--- src/rtl/ram_arbiter.sv ---
// Single-port work RAM arbiter: CPU, display-burst and DMA requesters share one
// 1-cycle-latency RAM; fixed priority with a CPU anti-starvation counter.
module ram_arbiter #(
  parameter int ADDR_W     = 16,
  parameter int DATA_W     = 16,
  parameter int VID_BURST  = 8,
  parameter int CPU_STARVE = 4,
  localparam int LEN_W     = $clog2(VID_BURST) + 1
) (
  input  logic              CLK,
  input  logic              RST,
  // Handshake: a requester holds req with stable fields until its gnt pulse;
  // gnt means the access was issued to RAM that cycle, read data follows one
  // cycle later with rvalid. Writes never produce rvalid.
  input  logic              cpu_req,
  input  logic              cpu_we,
  input  logic [ADDR_W-1:0] cpu_addr,
  input  logic [DATA_W-1:0] cpu_wdata,
  output logic              cpu_gnt,
  output logic              cpu_rvalid,
  output logic [DATA_W-1:0] cpu_rdata,
  input  logic              dma_req,
  input  logic              dma_we,
  input  logic [ADDR_W-1:0] dma_addr,
  input  logic [DATA_W-1:0] dma_wdata,
  output logic              dma_gnt,
  output logic              dma_rvalid,
  output logic [DATA_W-1:0] dma_rdata,
  input  logic              vid_req,
  input  logic [ADDR_W-1:0] vid_addr,
  input  logic [LEN_W-1:0]  vid_len,
  output logic              vid_gnt,
  output logic              vid_rvalid,
  output logic [DATA_W-1:0] vid_rdata,
  output logic              vid_done,
  output logic [ADDR_W-1:0] ram_addr,
  output logic              ram_we,
  output logic [DATA_W-1:0] ram_wdata,
  input  logic [DATA_W-1:0] ram_rdata
);

  localparam int WAIT_W = $clog2(CPU_STARVE + 1);

  typedef enum logic {
    IDLE  = 1'b0,
    BURST = 1'b1
  } state_t;

  state_t              state_q;
  logic [ADDR_W-1:0]   base_q;
  logic [LEN_W-1:0]    beat_q;
  logic [LEN_W-1:0]    len_q;
  logic [WAIT_W-1:0]   wait_q;
  logic [ADDR_W-1:0]   ram_addr_q;
  logic                ram_we_q;
  logic [DATA_W-1:0]   ram_wdata_q;
  logic                cpu_gnt_q;
  logic                dma_gnt_q;
  logic                vid_gnt_q;
  logic                cpu_rv_q;
  logic                dma_rv_q;
  logic                vid_beat_q;
  logic                vid_last_q;
  logic                vid_rv_q;
  logic                vid_done_q;

  logic                cpu_elig;
  logic                dma_elig;
  logic                vid_elig;
  logic                cpu_first;
  logic                win_cpu;
  logic                win_vid;
  logic                win_dma;
  logic [LEN_W-1:0]    len_eff;

  // A requester whose gnt is high this cycle is still holding the old request.
  always_comb begin
    cpu_elig  = cpu_req & ~cpu_gnt_q;
    dma_elig  = dma_req & ~dma_gnt_q;
    vid_elig  = vid_req & ~vid_gnt_q;
    cpu_first = (wait_q >= WAIT_W'(CPU_STARVE));
    win_cpu   = cpu_elig & (cpu_first | ~vid_elig);
    win_vid   = vid_elig & ~win_cpu;
    win_dma   = dma_elig & ~cpu_elig & ~vid_elig;
  end

  always_comb begin
    len_eff = vid_len;
    if (vid_len == '0) begin
      len_eff = LEN_W'(1);
    end else if (vid_len > LEN_W'(VID_BURST)) begin
      len_eff = LEN_W'(VID_BURST);
    end
  end

  always_ff @(posedge CLK) begin
    if (RST) begin
      state_q     <= IDLE;
      base_q      <= '0;
      beat_q      <= '0;
      len_q       <= '0;
      wait_q      <= '0;
      ram_addr_q  <= '0;
      ram_we_q    <= 1'b0;
      ram_wdata_q <= '0;
      cpu_gnt_q   <= 1'b0;
      dma_gnt_q   <= 1'b0;
      vid_gnt_q   <= 1'b0;
      cpu_rv_q    <= 1'b0;
      dma_rv_q    <= 1'b0;
      vid_beat_q  <= 1'b0;
      vid_last_q  <= 1'b0;
      vid_rv_q    <= 1'b0;
      vid_done_q  <= 1'b0;
    end else begin
      cpu_gnt_q  <= 1'b0;
      dma_gnt_q  <= 1'b0;
      vid_gnt_q  <= 1'b0;
      ram_we_q   <= 1'b0;
      vid_beat_q <= 1'b0;
      vid_last_q <= 1'b0;

      // Read-return pipeline: the access issued last cycle has data now.
      cpu_rv_q   <= cpu_gnt_q & ~ram_we_q;
      dma_rv_q   <= dma_gnt_q & ~ram_we_q;
      vid_rv_q   <= vid_beat_q;
      vid_done_q <= vid_last_q;

      if (!cpu_req || cpu_gnt_q) begin
        wait_q <= '0;
      end else if (wait_q < WAIT_W'(CPU_STARVE)) begin
        wait_q <= wait_q + WAIT_W'(1);
      end

      case (state_q)
        IDLE: begin
          if (win_cpu) begin
            ram_addr_q  <= cpu_addr;
            ram_we_q    <= cpu_we;
            ram_wdata_q <= cpu_wdata;
            cpu_gnt_q   <= 1'b1;
          end else if (win_vid) begin
            ram_addr_q <= vid_addr;
            vid_gnt_q  <= 1'b1;
            vid_beat_q <= 1'b1;
            base_q     <= vid_addr;
            len_q      <= len_eff;
            beat_q     <= LEN_W'(1);
            if (len_eff == LEN_W'(1)) begin
              vid_last_q <= 1'b1;
            end else begin
              state_q <= BURST;
            end
          end else if (win_dma) begin
            ram_addr_q  <= dma_addr;
            ram_we_q    <= dma_we;
            ram_wdata_q <= dma_wdata;
            dma_gnt_q   <= 1'b1;
          end
        end
        BURST: begin
          // Beat addresses wrap naturally at the top of the address space.
          ram_addr_q <= base_q + ADDR_W'(beat_q);
          vid_beat_q <= 1'b1;
          beat_q     <= beat_q + LEN_W'(1);
          if (beat_q == len_q - LEN_W'(1)) begin
            vid_last_q <= 1'b1;
            state_q    <= IDLE;
          end
        end
        default: state_q <= IDLE;
      endcase
    end
  end

  assign ram_addr   = ram_addr_q;
  assign ram_we     = ram_we_q;
  assign ram_wdata  = ram_wdata_q;
  assign cpu_gnt    = cpu_gnt_q;
  assign dma_gnt    = dma_gnt_q;
  assign vid_gnt    = vid_gnt_q;
  assign cpu_rvalid = cpu_rv_q;
  assign dma_rvalid = dma_rv_q;
  assign vid_rvalid = vid_rv_q;
  assign vid_done   = vid_done_q;
  // Read data is gated so every output is zero outside a valid return.
  assign cpu_rdata  = cpu_rv_q ? ram_rdata : '0;
  assign dma_rdata  = dma_rv_q ? ram_rdata : '0;
  assign vid_rdata  = vid_rv_q ? ram_rdata : '0;

  a_one_gnt: assert property (@(posedge CLK) disable iff (RST)
    $onehot0({cpu_gnt_q, dma_gnt_q, vid_gnt_q}));

  a_burst_excl: assert property (@(posedge CLK) disable iff (RST)
    (state_q == BURST) |-> !(cpu_gnt_q || dma_gnt_q));

endmodule
--- config.mk ---
export PLATFORM = sky130hd
export DESIGN_NAME = ram_arbiter
export DESIGN_NICKNAME = d
export VERILOG_FILES = /design/src/rtl/ram_arbiter.sv
export SDC_FILE = /design/constraint.sdc
export NUM_CORES = 1
export LEC_CHECK = 0
export CAP_MARGIN = 20
export CORE_ASPECT_RATIO = 0.7
export CORE_MARGIN = 3
export CORE_UTILIZATION = 41
export CTS_BUF_LIST = sky130_fd_sc_hd__clkbuf_4
export CTS_CLUSTER_SIZE = 30
export DETAILED_ROUTE_END_ITERATION = 8
export PLACE_DENSITY_LB_ADDON = 0.12
export SLEW_MARGIN = 20
export SYNTH_ARGS = -nofsm -noshare
export SYNTH_HDL_FRONTEND = slang
export SYNTH_SLANG_ARGS = --single-unit
export TNS_END_PERCENT = 20
--- constraint.sdc ---
create_clock -name CLK -period 2.7 [get_ports CLK]
set_input_delay 0.54 -clock CLK [delete_from_list [all_inputs] [get_ports CLK]]
set_output_delay 0.54 -clock CLK [all_outputs]
set_load 0.05 [all_outputs]
== After elaboration in Yosys (flattened, before gate mapping) ==
Cells that the tools add are included.

* Add/sub/neg operators: 4
* Magnitude comparators: 3
* Eq/ne operators: 6
* Mux-type cells: 33
* Bitwise operators: 18
* Reduce and logical (&&, ||, !) cells: 10

{| class="wikitable"
|+ Operators with widths
! kind !! count
|-
| 16-bit 2-to-1 mux || 9
|-
| 16-bit case mux with 2 select lines || 1
|-
| 16-bit by 4-bit adder with 16-bit output || 1
|-
| 4-bit 2-to-1 mux || 4
|-
| 1-bit 2-to-1 mux || 15
|-
| 1-bit bitwise AND || 9
|-
| 1-bit NOT || 8
|-
| 4-bit case mux with 2 select lines || 1
|-
| 2-bit inequality test, second input constant || 3
|-
| 1-bit case mux with 2 select lines || 3
|-
| 3-bit AND reduction || 2
|-
| 4-bit by 1-bit adder with 4-bit output, second input constant || 1
|-
| 4-bit by 1-bit equality test with 1-bit output, second input constant || 1
|-
| 4-bit equality test || 1
|-
| 4-bit greater-than comparator, second input constant || 1
|-
| 4-bit zero test || 1
|-
| 4-bit inequality test, second input constant || 1
|-
| 2-bit OR reduction || 2
|-
| 4-bit OR reduction || 1
|-
| 4-bit by 1-bit subtractor with 4-bit output, second input constant || 1
|-
| 3-bit by 1-bit adder with 3-bit output, second input constant || 1
|-
| 3-bit >= comparator, second input constant || 1
|-
| 3-bit less-than comparator, second input constant || 1
|-
| 2-bit AND reduction || 1
|-
| 4 further kinds || 4
|}

* Bits in registers: 70
* Bits of input ports: 107
* Output and inout port bits: 88
* Logic and storage cells: 91

== Depth between registers and ports, before layout ==
Gate-level depths: netlist of run 1.

* Depth in word-level cells: 10
* Depth in mapped cells: 8

== Least setup slack after synthesis of run 1 ==
No wires, ideal clock.

* Path type: register to register
* From: register beat_q[0]
* To: register ram_addr_q[4] (netlist: ram_addr[4])
* Library setup time: 0.091 ns
* Arrival: 1.829 ns
* Data required time: 2.609 ns
* Path slack: 0.780 ns
* Stages on the path, launching flop included: 8
* Buffers on the path: 0
* Clock period less this slack: 1.920 ns
* Path through: dfxtp_1 > ha_1 > fa_1 > a211o_1 > and2_1 > nor3_1 > a31oi_1 > a311oi_1

* Word-level cells in the longest chain between the ends: 2

{| class="wikitable"
|+ RTL lines
! element !! RTL line !! RTL
|-
| start, declared || 51 || <nowiki>logic [LEN_W-1:0] beat_q;</nowiki>
|-
| start signal, assigned || 165 || <nowiki>beat_q <= beat_q + LEN_W'(1);</nowiki>
|-
| 16-bit by 4-bit adder with 16-bit output || 163 || <nowiki>ram_addr_q <= base_q + ADDR_W'(beat_q);</nowiki>
|-
| 16-bit case mux with 2 select lines || 135 || <nowiki>case (state_q)</nowiki>
|-
| end signal, assigned || 138 || <nowiki>ram_addr_q <= cpu_addr;</nowiki>
|-
| end signal, assigned || 143 || <nowiki>ram_addr_q <= vid_addr;</nowiki>
|-
| end signal, assigned || 163 ||
|-
| end, declared || 54 || <nowiki>logic [ADDR_W-1:0] ram_addr_q;</nowiki>
|}

No other way between the ends.
A chain may end at the register's enable or synchronous reset.

== Worst setup path in the final report of run 1 ==
* From: register dma_rv_q (netlist: dma_rvalid)
* To: output port dma_rvalid

{| class="wikitable"
|+ RTL lines
! element !! RTL line !! RTL
|-
| start, declared || 61 || <nowiki>logic dma_rv_q;</nowiki>
|-
| start signal, assigned || 125 || <nowiki>dma_rv_q <= dma_gnt_q & ~ram_we_q;</nowiki>
|-
| end, declared || 27 || <nowiki>output logic dma_rvalid,</nowiki>
|}

No word-level cell between the ends.

==> results of run 1 <==
[metal layers]
metal	track usage	part of all wire	vias up
li1	-	-	1992
met1	0.3122	0.42	1897
met2	0.4148	0.48	170
met3	0.07371	0.089	21
met4	0.08230	0.019	0
met5	0	0	-
[flip-flops by register name, indices dropped and copies added, names as in the netlist, 3 cells and up]
register,flops
len_q,4
base_q,16
beat_q,4
ram_wdata,16
ram_addr,16
wait_q,3
[power groups by stage]
stage                     registers (mW)  clock network (mW)  logic, mW
after floorplan                     1.39                   0      0.359
after global placement              1.20                   0      0.927
after detailed placement            1.20                   0      0.945
after CTS                           1.18               0.566      0.948
after global routing                1.19               0.614       1.01
final                               1.18               0.557      0.943
[worst min-delay path by stage]
stage	to	start	cells after the start
CTS	vid_done	vid_last_q	1
global route	vid_done	vid_last_q	1
detailed placement	vid_done	vid_last_q	1
finish	vid_done	vid_last_q	1
global placement	vid_done	vid_last_q	1
floorplan	vid_done	vid_last_q	1
[kinds of logic (layout without fill, tap and decap cells)]
kind of cell / count (synthesis) / count (layout)
simple gates: 205 / 205
compound gates: 106 / 106
mux: 18 / 18
xor+xnor: 13 / 13
flops: 70 / 70
buf+inv: 37 / 229
fa+ha+maj: 9 / 9
[area by class of cell]
class / count / area, sq um / share of cell area
repair buffers: 207 / 1927 / 0.3309
clock inverters: 6 / 28.78 / 0.004942
inverters: 6 / 22.52 / 0.003868
well taps: 120 / 150.1 / 0.02578
multi-input cells: 351 / 2218 / 0.3810
flip-flops and latches: 70 / 1401 / 0.2407
clock buffers: 10 / 75.07 / 0.01289
[stage by stage]
| step | power (mW) | cells |
|---|---|---|
| finish | 2.682 | 770 |
| floorplan | 1.750 | 458 |
| detailed placement | 2.149 | 754 |
| global route | 2.813 | 770 |
| global placement | 2.128 | 754 |
| CTS | 2.695 | 770 |
[placed cells by master (no fill, tap or decap), drive strengths merged, types with 3 or more instances in the layout]
master	instances
xor2	6
nand3	6
ha	8
nor3b	3
o32ai	5
a21o	3
o21ai	11
clkinv	5
xnor2	7
a41oi	3
nor3	13
a211oi	23
mux2i	18
dfxtp	70
nand4	3
a221oi	10
nand2b	3
a21oi	27
o21bai	4
inv	6
clkbuf	10
nand2	45
a311oi	4
buf	62
nor2b	5
and2	50
nor2	66
clkdlybuf4s50	145
o21a	4
==> out/metrics.csv, run 1 <==
stage,metric,value,unit
placement,GP Congestion,0.8954,
job,max_cap viols,0,
timing,setup TNS,0,ns
yosys,mux cell area share after synthesis,0.04742,
worst_setup_path,Worst Setup EP,dma_rvalid,
timing,Max Slew Vio Count,0,
worst_setup_path,r2r setup slk,0.51,ns
drt,Via Count,4080,
power,Peak VDD IR,0.2859,mV
yosys,simple-gate area share of the yosys netlist,0.2693,
yosys,cell taking the most area after synthesis,dfxtp_1,
yosys,Post-synth EDFFs,0,
worst_setup_path,WS Path Type,flop to output port,
worst_setup_path,crit-path leading delay family,buffers and inverters,
worst_setup_path,FF-to-FF path depth,7,
placement,DP Worst Slack,0.3494,ns
power,NetSw,977.9,uW
timing,Setup Viol. Count Final,0,
clock_tree,cts bufs inserted,9,
power,combinational share of power,0.352,
timing,period utilization,0.9214,
timing,RSZ-0062 raised after global routing,no,
global_route,initial antenna violation count,0,
min_path,Hold Crit Class,flop to flop,
worst_setup_path,Worst EP arrival,1.95,ns
worst_setup_path,Critical path origin,dma_rvalid,
floorplanning,number of cell rows,28,
floorplanning,die height,86.55,um
clock_tree,# hold bufs at CTS,0,
worst_setup_path,worst path bufs/invs,1,
timing,Least-Margin Pin Slew,0.6018,ns
finish,Area Overhead vs Synth,53.24,%
worst_setup_path,CP Data Required Time,2.16,ns
drt,Detailed Routing Iterations Pass 1,4,
timing,Final Hold Fails,0,
clock_tree,"CTS clk-pin slew, worst paths",0.11,ns
clock_tree,clock latency on the worst-skew pair,0.43,ns
power,Reg power frac,0.441,
yosys,Mapped Cells,458,
floorplanning,Initial Util,0.4356,
yosys,Post-Synth XOR/XNOR Area,0.02996,
yosys,Async SR Flop Fraction,0,
global_route,first-pass GRT wire length,20620,um
yosys,Synth Area in Compound Gates,0.2055,
placement,# port buffers,194,
yosys,Synth top area share,0.3688,
timing,hold slack,0.4463,ns
floorplanning,Die X,121.1,um
timing,fmax,0.4020,GHz
clock_tree,TritonCTS clock tree,built,
yosys,Yosys Warn Count,0,
drt,drt wl/cell,17.15,um
clock_tree,CTS Buffer Depth,2,
yosys,adder-cell area share of the yosys netlist,0.03161,
yosys,post-synth cell types,55,
floorplanning,die area,0.01048,sq mm
yosys,largest family of logic cells by synthesized area,simple AND/OR/NAND/NOR gates,
worst_setup_path,Critical Path Stages,1,
power,Leak,2.330,nW
yosys,largest cells by area after synthesis,"dfxtp_1 (37%), and2_1 (8.1%), nor2_1 (6.4%)",
global_route,GRT Total Usage,0.2494,
yosys,post-synthesis net count,574,
finish,# nets final,761,
finish,design area,0.005823,sq mm
yosys,mean post-synth cell area,8.297,sq um
global_route,final global-route overflow total,0,
yosys,ys flop type,dfxtp_1,
finish,share of cells above drive strength 1,0.1354,
power,Clk pwr share,0.208,
yosys,Synth Register Bits,70,
placement,post-DP HPWL,10340,um
worst_setup_path,"Cell Chain, Critical Path",clkdlybuf4s50_1,
drt,Residual DRC,0,
floorplanning,IO Count,195,
global_route,vias in the first global route,4041,
finish,Inserted Diodes,0,
floorplanning,Core Area,0.008723,sq mm
drt,"antenna viol nets, final",0,
clock_tree,Clock Root Buffer,clkbuf_4,
clock_tree,H-Tree Depth,3,
global_route,largest net degree at the start of global routing,41,
finish,final core occ,0.6675,
drt,Iter 0 DRT Violations,206,
worst_setup_path,CP Launch Type,flop,
power,switch share,0.3646,
worst_setup_path,"Max FO, Critical Path",17,
drt,Routed Wire Length,13200,um
finish,Filler cells,755,
drt,vias per cell,5.299,
timing,Fin Clk Skew,0.01285,ns
worst_setup_path,reg-to-reg endpoint,ram_addr[4],
worst_setup_path,launching point of the worst reg2reg path,beat_q[0],
placement,"Cell Area, Placed",0.005719,sq mm
worst_setup_path,max incr delay on CP,0.90,ns
yosys,synth cell count leaders,"dfxtp_1 (70), nor2_1 (65), and2_1 (49)",
worst_setup_path,Critical Path Slowest Stage Cell,clkdlybuf4s50_1,
timing,relative slew slack,0.5884,
yosys,sequential cell area fraction in the yosys report,0.3688,
clock_tree,postcts setup bufs,0,
worst_setup_path,Crit. End Element,output port,
yosys,Post-Syn Area,0.003800,sq mm
clock_tree,post_cts resized,0,
power,Int Power,1.704,mW
timing,Final Critical Period,2.488,ns
timing,Setup WS post-layout,0.2121,ns
yosys,most frequent cell after synthesis,dfxtp_1,
power,PwrDens,460.6,mW/mm^2
status,status,"finished, final reports clean",
clock_tree,CTS Sinks,70,
No activity file was read; power rests on OpenSTA's default activity.
==> run 2: changes to the inputs <==
--- a/config.mk
+++ b/config.mk
@@ -5,7 +5,7 @@
 export SDC_FILE = /design/constraint.sdc
 export NUM_CORES = 1
 export LEC_CHECK = 0
-export CAP_MARGIN = 20
+export CAP_MARGIN = 0
 export CORE_ASPECT_RATIO = 0.7
 export CORE_MARGIN = 3
 export CORE_UTILIZATION = 41
@@ -13,7 +13,8 @@
 export CTS_CLUSTER_SIZE = 30
 export DETAILED_ROUTE_END_ITERATION = 8
 export PLACE_DENSITY_LB_ADDON = 0.12
-export SLEW_MARGIN = 20
+export SETUP_SLACK_MARGIN = 0.02
+export SLEW_MARGIN = 15
 export SYNTH_ARGS = -nofsm -noshare
 export SYNTH_HDL_FRONTEND = slang
 export SYNTH_SLANG_ARGS = --single-unit
==> results of run 2 <==
Final layout, timing and power as in run 1 (identical DEF).
==> run 3: changes to the inputs <==
--- a/config.mk
+++ b/config.mk
@@ -14,6 +14,7 @@
 export DETAILED_ROUTE_END_ITERATION = 8
 export PLACE_DENSITY_LB_ADDON = 0.12
 export SETUP_SLACK_MARGIN = 0.02
+export SKIP_CTS_REPAIR_TIMING = 1
 export SLEW_MARGIN = 15
 export SYNTH_ARGS = -nofsm -noshare
 export SYNTH_HDL_FRONTEND = slang
==> results of run 3 <==
Final layout, timing and power as in run 1 (identical DEF).
